`src/rtl/pipreg_elastic.sv`:
```
// pipreg_elastic
//   Elastic pipeline register chain of DEPTH slots. Each slot carries a
//   control field and a data field with a valid bit. Entries move towards
//   the output one slot per cycle whenever the slot ahead frees up, so a
//   stalled output compacts the pipe before it starts refusing input.
//   Each slot can be killed independently. Data/ctrl registers only load
//   when a live entry moves in, so bubbles do not toggle the datapath.
//
// Ports
//   clk        in   rising-edge clock
//   rst_n      in   synchronous active-low reset, clears all slots
//   in_valid   in   upstream entry present
//   in_ready   out  slot 0 can accept this cycle (combinational)
//   in_ctrl    in   control field of incoming entry
//   in_data    in   data field of incoming entry
//   kill       in   kill[i] cancels the entry in slot i (slot 0 = input side)
//   out_valid  out  output slot holds a live, unkilled entry
//   out_ready  in   downstream accepts this cycle
//   out_ctrl   out  output slot control, forced to 0 on a bubble
//   out_data   out  output slot data, never masked
//   occupancy  out  number of registered valid bits (ignores this cycle's kill)
module pipreg_elastic #(
    parameter int DATA_W = 32,
    parameter int CTRL_W = 8,
    parameter int DEPTH  = 2
) (
    input  logic                         clk,
    input  logic                         rst_n,
    input  logic                         in_valid,
    output logic                         in_ready,
    input  logic [CTRL_W-1:0]            in_ctrl,
    input  logic [DATA_W-1:0]            in_data,
    input  logic [DEPTH-1:0]             kill,
    output logic                         out_valid,
    input  logic                         out_ready,
    output logic [CTRL_W-1:0]            out_ctrl,
    output logic [DATA_W-1:0]            out_data,
    output logic [$clog2(DEPTH+1)-1:0]   occupancy
);

    localparam int OCC_W = $clog2(DEPTH + 1);

    logic [DEPTH-1:0]  valid_q;
    logic [CTRL_W-1:0] ctrl_q [DEPTH];
    logic [DATA_W-1:0] data_q [DEPTH];

    logic [DEPTH-1:0]  ev;      // valid after this cycle's kill
    logic [DEPTH:0]    ready;   // ready[i]: slot i may take a new entry
    logic [DEPTH-1:0]  src_v;   // effective valid of the entry behind slot i
    logic [CTRL_W-1:0] src_c [DEPTH];
    logic [DATA_W-1:0] src_d [DEPTH];

    // Ready propagates from the output back towards the input: a slot frees
    // up if it is empty (or killed) or its occupant moves forward this cycle.
    always_comb begin
        ev           = valid_q & ~kill;
        ready        = '0;
        ready[DEPTH] = out_ready;
        for (int unsigned j = 0; j < DEPTH; j++) begin
            ready[DEPTH-1-j] = ~ev[DEPTH-1-j] | ready[DEPTH-j];
        end
    end

    for (genvar g = 0; g < DEPTH; g++) begin : g_src
        if (g == 0) begin : g_head
            assign src_v[g] = in_valid;
            assign src_c[g] = in_ctrl;
            assign src_d[g] = in_data;
        end else begin : g_body
            assign src_v[g] = ev[g-1];
            assign src_c[g] = ctrl_q[g-1];
            assign src_d[g] = data_q[g-1];
        end
    end

    always_ff @(posedge clk) begin
        if (!rst_n) begin
            valid_q <= '0;
            for (int unsigned i = 0; i < DEPTH; i++) begin
                ctrl_q[i] <= '0;
                data_q[i] <= '0;
            end
        end else begin
            for (int unsigned i = 0; i < DEPTH; i++) begin
                // A slot that is not ready necessarily holds a live entry.
                valid_q[i] <= ready[i] ? src_v[i] : 1'b1;
                if (ready[i] && src_v[i]) begin
                    ctrl_q[i] <= src_c[i];
                    data_q[i] <= src_d[i];
                end
            end
        end
    end

    always_comb begin
        occupancy = '0;
        for (int unsigned i = 0; i < DEPTH; i++) begin
            occupancy = occupancy + OCC_W'(valid_q[i]);
        end
    end

    assign in_ready  = ready[0];
    assign out_valid = ev[DEPTH-1];
    assign out_ctrl  = ctrl_q[DEPTH-1] & {CTRL_W{out_valid}};
    assign out_data  = data_q[DEPTH-1];

endmodule

```
`config.mk`:
```
export PLATFORM = sky130hd
export DESIGN_NAME = pipreg_elastic
export DESIGN_NICKNAME = d
export VERILOG_FILES = /design/src/rtl/pipreg_elastic.sv
export SDC_FILE = /design/constraint.sdc
export NUM_CORES = 1
export LEC_CHECK = 0
export ABC_AREA = 1
export BUFFER_PORTS_ARGS = -buffer_cell sky130_fd_sc_hd__buf_2
export CORE_MARGIN = 4
export CORE_UTILIZATION = 55
export CTS_CLUSTER_SIZE = 40
export DETAILED_ROUTE_END_ITERATION = 6
export GPL_TIMING_DRIVEN = 0
export MAX_ROUTING_LAYER = met4
export PLACE_DENSITY = 0.81
export SLEW_MARGIN = 20
export SYNTH_ARGS = -nofsm -noshare
export SYNTH_HDL_FRONTEND = slang
export SYNTH_SLANG_ARGS = --single-unit
```
`constraint.sdc`:
```
create_clock -name clk -period 6 [get_ports clk]
set_input_delay 0.9 -clock clk [delete_from_list [all_inputs] [get_ports clk]]
set_output_delay 0.9 -clock clk [all_outputs]
set_load 0.03 [all_outputs]
```
==> run metrics, run 1 <==
result of the run finished clean; Final Max Tran Viols 0; remaining design rule violation count 0; clock share of power between 20 and 30%; most frequent standard cell in the layout excluding fill and tap cells sky130_fd_sc_hd__inv_1; total die area approximately 8400 um^2; post-synthesis area per instance roughly 12 um^2; cells on worst reg2reg path 7; power dissipated by switching net loads 293 uW; post-synthesis share of cell area spent on and, or, nand and nor gates ~3.7%; post-synthesis instance total ~330; setup slack of the worst register-to-register path just over 4 ns; transition time of the tightest slew-check pin 0.565 ns; nature of the critical path endpoint primary output; H-Tree Depth 3; overall routing resource usage between 15 and 20%; worst flop-to-flop path endpoint data_q[0][6]; total detailed-routing wirelength 6450 um; count of port buffers added during placement between 80 and 90; average routed wire per standard cell around 12 um; antenna violations before repair 0; pin count of the biggest net entering global routing 22; origin of the critical flop-to-flop path valid_q[1]; Detail Route Antenna Nets 0; top library cells by usage in the layout, fill and taps aside sky130_fd_sc_hd__inv_1, sky130_fd_sc_hd__buf_2, sky130_fd_sc_hd__edfxtp_1; Slew headroom between 60% and 70%; maximum buffer depth of the clock tree 2; worst-path cell chain buf_2 > nor2_4 > inv_1 > nor2_1 > buf_2; floorplan die width between 90 and 100 um; final setup violation count 0; post-route setup TNS 0 ns; number of warnings printed during yosys synthesis 0; DRT Pass-1 Iters 4; layout cells sized above 1 39.8%; power density cells around 250 nW/um^2; Comb power frac 14.2%; portion of synthesized cell area occupied by the leading cell type roughly 62%; combinational family with the most area after synthesis buffers and inverters; worst voltage drop across the vdd grid around 160 uV; final worst path period share between 40% and 50%; global placer's final weighted congestion slightly below 0.8; cell accounting for the most synthesized area sky130_fd_sc_hd__edfxtp_1; worst path buffer plus inverter count 3; height of the die between 90 and 100 um; setup fix buffers added after clock tree synthesis 0; Compound-Gate Fraction of Synth Area about an eighth; net switching fraction of the power about a quarter; via count ~2,300; number of vias per cell 4.44; post-route minimum period between 2 and 3 ns; CTS Hold Buffers Added 0; launch point of the worst path kill[1]; layout net count about 480; xor and xnor area share after synthesis 0%; number of placement rows 30; cell type group with the largest total delay on the critical path buffers and inverters; Area growth syn-to-layout 20.1%; #FFs+latches synth between 80 and 90; number of distinct library cells after synthesis 19; adder-cell area share of the yosys netlist less than 1%; timing endpoint of the critical path out_ctrl[3]; worst slack, placed approximately 3.4 ns; CTS tree done; effective utilization at floorplan between 50 and 60%; upper clock frequency limit between 0.3 and 0.4 GHz; Internal roughly 890 uW; detailed placement HPWL approximately 4700 um; RSZ-0062 raised after global routing no; logic depth of the worst setup path including buffers 5; total I/O pin count 90; core region area ~6800 um^2; biggest area contributors in the synthesized netlist sky130_fd_sc_hd__edfxtp_1, sky130_fd_sc_hd__a21oi_1, sky130_fd_sc_hd__inv_1, sky130_fd_sc_hd__buf_4, sky130_fd_sc_hd__buf_8; violation count after the first detailed-route iteration 52; via count of the first global-routing pass approximately 2,300; leakage power of the design approximately 0.0022 uW; residual overflow from global routing 0; cell at the root of the clock tree sky130_fd_sc_hd__clkbuf_8; crit path max-delay cell type sky130_fd_sc_hd__buf_2; max incr delay on CP approximately 0.20 ns; Crit Path Class input port to primary output; net count after synthesis around 370; Filler cells about 490; part of the Yosys area used for sequential elements a little over three fifths; sequential cell fraction of total power 58.1%; wire length of the first global-routing pass 10,200 um; Hold Path Class flip-flop to flip-flop; number of max-cap violations 0; clock transition time at the flip-flop clock pins of the worst setup and hold paths about 0.080 ns; CP required about 5 ns; antenna cells 0; Post-Route Skew approximately 0.0064 ns; final core occ about two thirds; cts bufs inserted 9; mux contribution to synthesized area 0%; Netlist Area Pre-Place around 3900 um^2; latest clock arrival within the worst-skew pair approximately 0.34 ns; count of final hold-check violations 0; number of gates resized after CTS 0; Final WS setup 3.45 ns; Startpoint Class input port; clock sink count around 80; CP most frequent cell sky130_fd_sc_hd__buf_2; data arrival time of the critical path roughly 1.7 ns; crit-path max FO 8
[routing by layer]
| layer | GRT usage, % | routed length (um) | up-vias |
|---|---|---|---|
| met5 | - | 0 | - |
| met4 | 7.80 | 124 | 0 |
| met3 | 2.46 | 249 | 12 |
| met2 | 29.4 | 3540 | 53 |
| met1 | 16.5 | 2530 | 1065 |
| li1 | - | - | 1215 |
[state kept, by name (all words and copies together), names as in the netlist]
register  cells
data_q       64
valid_q       2
ctrl_q       16
[worst min-delay path: cells and delay by family, from the launching register on]
kind	cells	cell delay (ns)
AO/OA/AOI/OAI	1	0.08
buffers and inverters	1	0.04
flip-flops	1	0.32
[layout make-up]
class | count | area (um^2) | area share [%]
tap | 96 | 120 | 2.59
clock buffer | 10 | 128 | 2.75
inverter | 95 | 358 | 7.72
clock inverter | 5 | 22.5 | 0.486
buffer | 48 | 455 | 9.82
sequential | 82 | 2440 | 52.7
timing repair buffer | 91 | 500 | 10.8
multi-input combinational | 101 | 612 | 13.2
[metrics by stage]
step	hold slack [ns]	instance area (um^2)	power, uW	cells
after CTS	0.552	4640	1190	528
after global placement	0.533	4430	858	511
after global routing	0.579	4640	1220	528
after floorplan	0.528	3860	816	326
after detailed placement	0.536	4490	869	513
final	0.550	4640	1180	528
[worst min-delay path by stage]
stage	to	depth (start not counted)	slack, ns	from
after global placement	ctrl_q[0][14]	2	0.53	ctrl_q[0][6]
after global routing	data_q[0][54]	2	0.58	data_q[0][22]
final	ctrl_q[0][11]	2	0.55	ctrl_q[0][3]
after CTS	ctrl_q[0][11]	2	0.55	ctrl_q[0][3]
after floorplan	ctrl_q[0][10]	2	0.53	ctrl_q[0][2]
after detailed placement	ctrl_q[0][11]	2	0.54	ctrl_q[0][3]
[Yosys cell counts, drive strengths merged]
cell type  number
nand3b          1
o21ai           1
nand3           2
clkinv          1
nand2           5
ha              1
inv            94
dfxtp           2
buf            48
nor2           10
edfxtp         80
a21oi          81
[cells by family after synthesis]
family          after synthesis
buf+inv                     143
compound gates               82
flops                        82
simple gates                 18
fa+ha+maj                     1
[power groups by stage]
stage / registers, uW / clock network, uW / logic (uW)
after CTS: 687 / 332 / 170
after global placement: 700 / 0 / 158
after global routing: 691 / 350 / 182
after detailed placement: 700 / 0 / 169
after floorplan: 698 / 0 / 118
final: 687 / 327 / 168
Power figures use the tool's default switching activity.
==> run 2, diff against run 1 <==
--- a/config.mk
+++ b/config.mk
@@ -5,7 +5,7 @@
 export SDC_FILE = /design/constraint.sdc
 export NUM_CORES = 1
 export LEC_CHECK = 0
-export ABC_AREA = 1
+export ABC_AREA = 0
 export BUFFER_PORTS_ARGS = -buffer_cell sky130_fd_sc_hd__buf_2
 export CORE_MARGIN = 4
 export CORE_UTILIZATION = 55
@@ -13,7 +13,7 @@
 export DETAILED_ROUTE_END_ITERATION = 6
 export GPL_TIMING_DRIVEN = 0
 export MAX_ROUTING_LAYER = met4
-export PLACE_DENSITY = 0.81
+export PLACE_DENSITY = 0.78
 export SLEW_MARGIN = 20
 export SYNTH_ARGS = -nofsm -noshare
 export SYNTH_HDL_FRONTEND = slang
==> constraint.sdc (replaced) <==
create_clock -name clk -period 2.44 [get_ports clk]
set_input_delay 0.366 -clock clk [delete_from_list [all_inputs] [get_ports clk]]
set_output_delay 0.366 -clock clk [all_outputs]
set_load 0.03 [all_outputs]
==> run 2 against run 1 <==
Effect of this change:
- die area up 33%
- first-iteration DRC count rose to 3.8 times the previous value
- clock skew up 0.0054 ns
- design area up 33%
- sequential cell count unchanged
- global-route usage up 6.3 points
- register-to-register slack worse by 3.9 ns
- utilization down 2.0 points
==> run metrics, run 2 <==
cell area after placement 5940 um^2 (+32%); Slew headroom 49.3% (-13 points); core region area 9280 um^2 (+37%); cell area after layout 6150 um^2 (+33%); total I/O pin count 90 (unchanged); post-synthesis instance total 429 (+32%); biggest area contributors in the synthesized netlist sky130_fd_sc_hd__edfxtp_1, sky130_fd_sc_hd__o32ai_2, sky130_fd_sc_hd__nand4b_1, sky130_fd_sc_hd__inv_1, sky130_fd_sc_hd__buf_4; number of distinct library cells after synthesis 22 (+3); timing endpoint of the critical path in_ready; violation count after the first detailed-route iteration 197 (+280%); cell accounting for the most synthesized area sky130_fd_sc_hd__edfxtp_1; number of enable-type register cells in the synthesized netlist 80 (unchanged); Startpoint Class flip-flop; top library cells by usage in the layout, fill and taps aside sky130_fd_sc_hd__buf_2, sky130_fd_sc_hd__inv_1, sky130_fd_sc_hd__nand4b_1, sky130_fd_sc_hd__edfxtp_1, sky130_fd_sc_hd__o32ai_2; Top FF cell, synth sky130_fd_sc_hd__edfxtp_1; via count 3,898 (+66%); antenna violations before repair 0 (unchanged); final worst path period share roughly 92%; Overall Power 3350 uW (+180%); power density cells 546 nW/um^2 (+110%); antenna cells 0 (unchanged); Detail Route Antenna Nets 0 (unchanged); Area growth syn-to-layout 16.9%; cells on worst reg2reg path 6 (-1); worst flop-to-flop path endpoint data_q[0][5]; count of final hold-check violations 0 (unchanged); post-route minimum period between 2 and 2.5 ns; DRT Pass-1 Iters 5 (+1); setup fix buffers added after clock tree synthesis 0 (unchanged); detailed placement HPWL 8350 um (+77%); H-Tree Depth 3 (unchanged); largest registers in the final layout data_q x64, ctrl_q x16, valid_q x2; CP required 2.07 ns (-3.03 ns); launch point of the worst path valid_q[1]; number of warnings printed during yosys synthesis 0 (unchanged); origin of the critical flop-to-flop path valid_q[0]; part of the Yosys area used for sequential elements 46.5% (-17 points); latest clock arrival within the worst-skew pair 0.37 ns (+0.03 ns); #FFs+latches synth 82 (unchanged); data arrival time of the critical path 1.89 ns (+0.24 ns); floorplan die width 106 um (+15%); setup slack of the worst register-to-register path 0.23 ns (-3.90 ns); Post-Route Skew 0.0118 ns (+0.00540 ns); dpl cells 648 (+26%); count of port buffers added during placement 88 (-1.1%); Hold Path Class input port to flip-flop; Netlist Area Pre-Place 5260 um^2 (+36%); RSZ-0062 raised after global routing no; number of vias per cell 5.88 (+32%); clock transition time at the flip-flop clock pins of the worst setup and hold paths 0.09 ns (about the same); share of flip-flops with an asynchronous set or reset after synthesis 0% (unchanged); worst voltage drop across the vdd grid 315 uV (+98%); number of gates resized after CTS 0 (unchanged); nature of the critical path endpoint primary output; CTS Hold Buffers Added 0 (unchanged); pin count of the biggest net entering global routing 25 (+14%); total detailed-routing wirelength 11,900 um (+84%); layout net count 577 (+21%); cell at the root of the clock tree sky130_fd_sc_hd__clkbuf_8; clock sink count 82 (unchanged); final core occ 66.2% (-2.0 points); number of max-cap violations 0 (unchanged); result of the run finished clean; leakage power of the design 0.00243 uW (+9.9%); effective utilization at floorplan 56.6% (-0.22 points); post-layout instance count excluding filler cells 663 (+26%); remaining design rule violation count 0 (unchanged); register with the highest flop count data_q; total die area 11,200 um^2 (+33%); number of placement rows 35 (+17%); number of flip-flops under the largest register name 64 (unchanged); upper clock frequency limit about 0.44 GHz; via count of the first global-routing pass 3,941 (+72%); overall routing resource usage 22.2% (+6.3 points); most frequent standard cell in the layout excluding fill and tap cells sky130_fd_sc_hd__buf_2; portion of synthesized cell area occupied by the leading cell type 45.7% (-17 points); Crit Path Class flip-flop to primary output; final setup violation count 0 (unchanged); wire length of the first global-routing pass 19,300 um (+90%); cell types with the highest counts after synthesis sky130_fd_sc_hd__edfxtp_1, sky130_fd_sc_hd__inv_1, sky130_fd_sc_hd__nand4b_1; Final Max Tran Viols 0 (unchanged); maximum buffer depth of the clock tree 2 (unchanged); post-route setup TNS 0 ns (unchanged); height of the die 106 um (+15%); layout cells sized above 1 41.9% (+2.1 points); post-synthesis area per instance 12.3 um^2 (+3.4%); crit-path max FO 10 (+2); transition time of the tightest slew-check pin 0.760 ns (+0.195 ns); net count after synthesis 476 (+28%); residual overflow from global routing 0 (unchanged); average routed wire per standard cell 17.9 um (+47%); global placer's final weighted congestion 0.813 (+2.5%); CTS tree done; cts bufs inserted 9 (unchanged)
run 2: power by group:
part           switching, uW  internal, uW
logic                    351           226
registers               40.5          1660
clock network            508           569
total                    899          2460
run 2: through the flow:
stage | setup slack, ns | hold WS [ns]
global placement | -0.271 | 0.661
CTS | 0.175 | 0.350
global route | 0.0493 | 0.363
finish | 0.184 | 0.355
detailed placement | 0.184 | 0.686
floorplan | 0.290 | 0.580
run 2: cell type report:
type | instances | area, um^2
inverter | 80 | 300
sequential | 82 | 2440
buffer | 86 | 537
timing repair buffer | 90 | 495
tap | 129 | 161
multi-input combinational | 181 | 2000
fill | 748 | 3140
clock inverter | 5 | 80.1
clock buffer | 10 | 128
run 2: kinds of logic (layout without fill, tap and decap cells):
family | Yosys count | after routing | share of synthesized area [%]
AND/OR/NAND/NOR | 96 | 96 | 15.4
AO/OA/AOI/OAI | 84 | 84 | 22.0
buffers and inverters | 166 | 271 | 15.9
flip-flops | 82 | 82 | 46.5
adder cells (fa/ha/maj) | 1 | 1 | 0.238
run 2: metal layers:
layer / wire length, um / global-route usage [%]
met1: 4790 / 26.9
met2: 6120 / 36.9
met3: 682 / 3.67
met4: 282 / 9.71
met5: 0 / -
run 2: worst min-delay path by stage:
stage                                to  cells after the start          start  slack (ns)
after floorplan              valid_q[0]                      2       in_valid        0.58
after global placement    ctrl_q[0][15]                      2   ctrl_q[0][7]        0.66
after detailed placement  data_q[0][61]                      2  data_q[0][29]        0.69
after CTS                    valid_q[0]                      3       in_valid        0.35
after global routing         valid_q[0]                      3       in_valid        0.36
final                        valid_q[0]                      3       in_valid        0.36
run 2: critical path: stages (launching register included):
cell	delay, ns
sky130_fd_sc_hd__dfxtp_1	0.36
sky130_fd_sc_hd__nor3b_2	0.32
sky130_fd_sc_hd__buf_2	0.32
sky130_fd_sc_hd__buf_4	0.26
sky130_fd_sc_hd__nand2_1	0.08
sky130_fd_sc_hd__buf_2	0.18
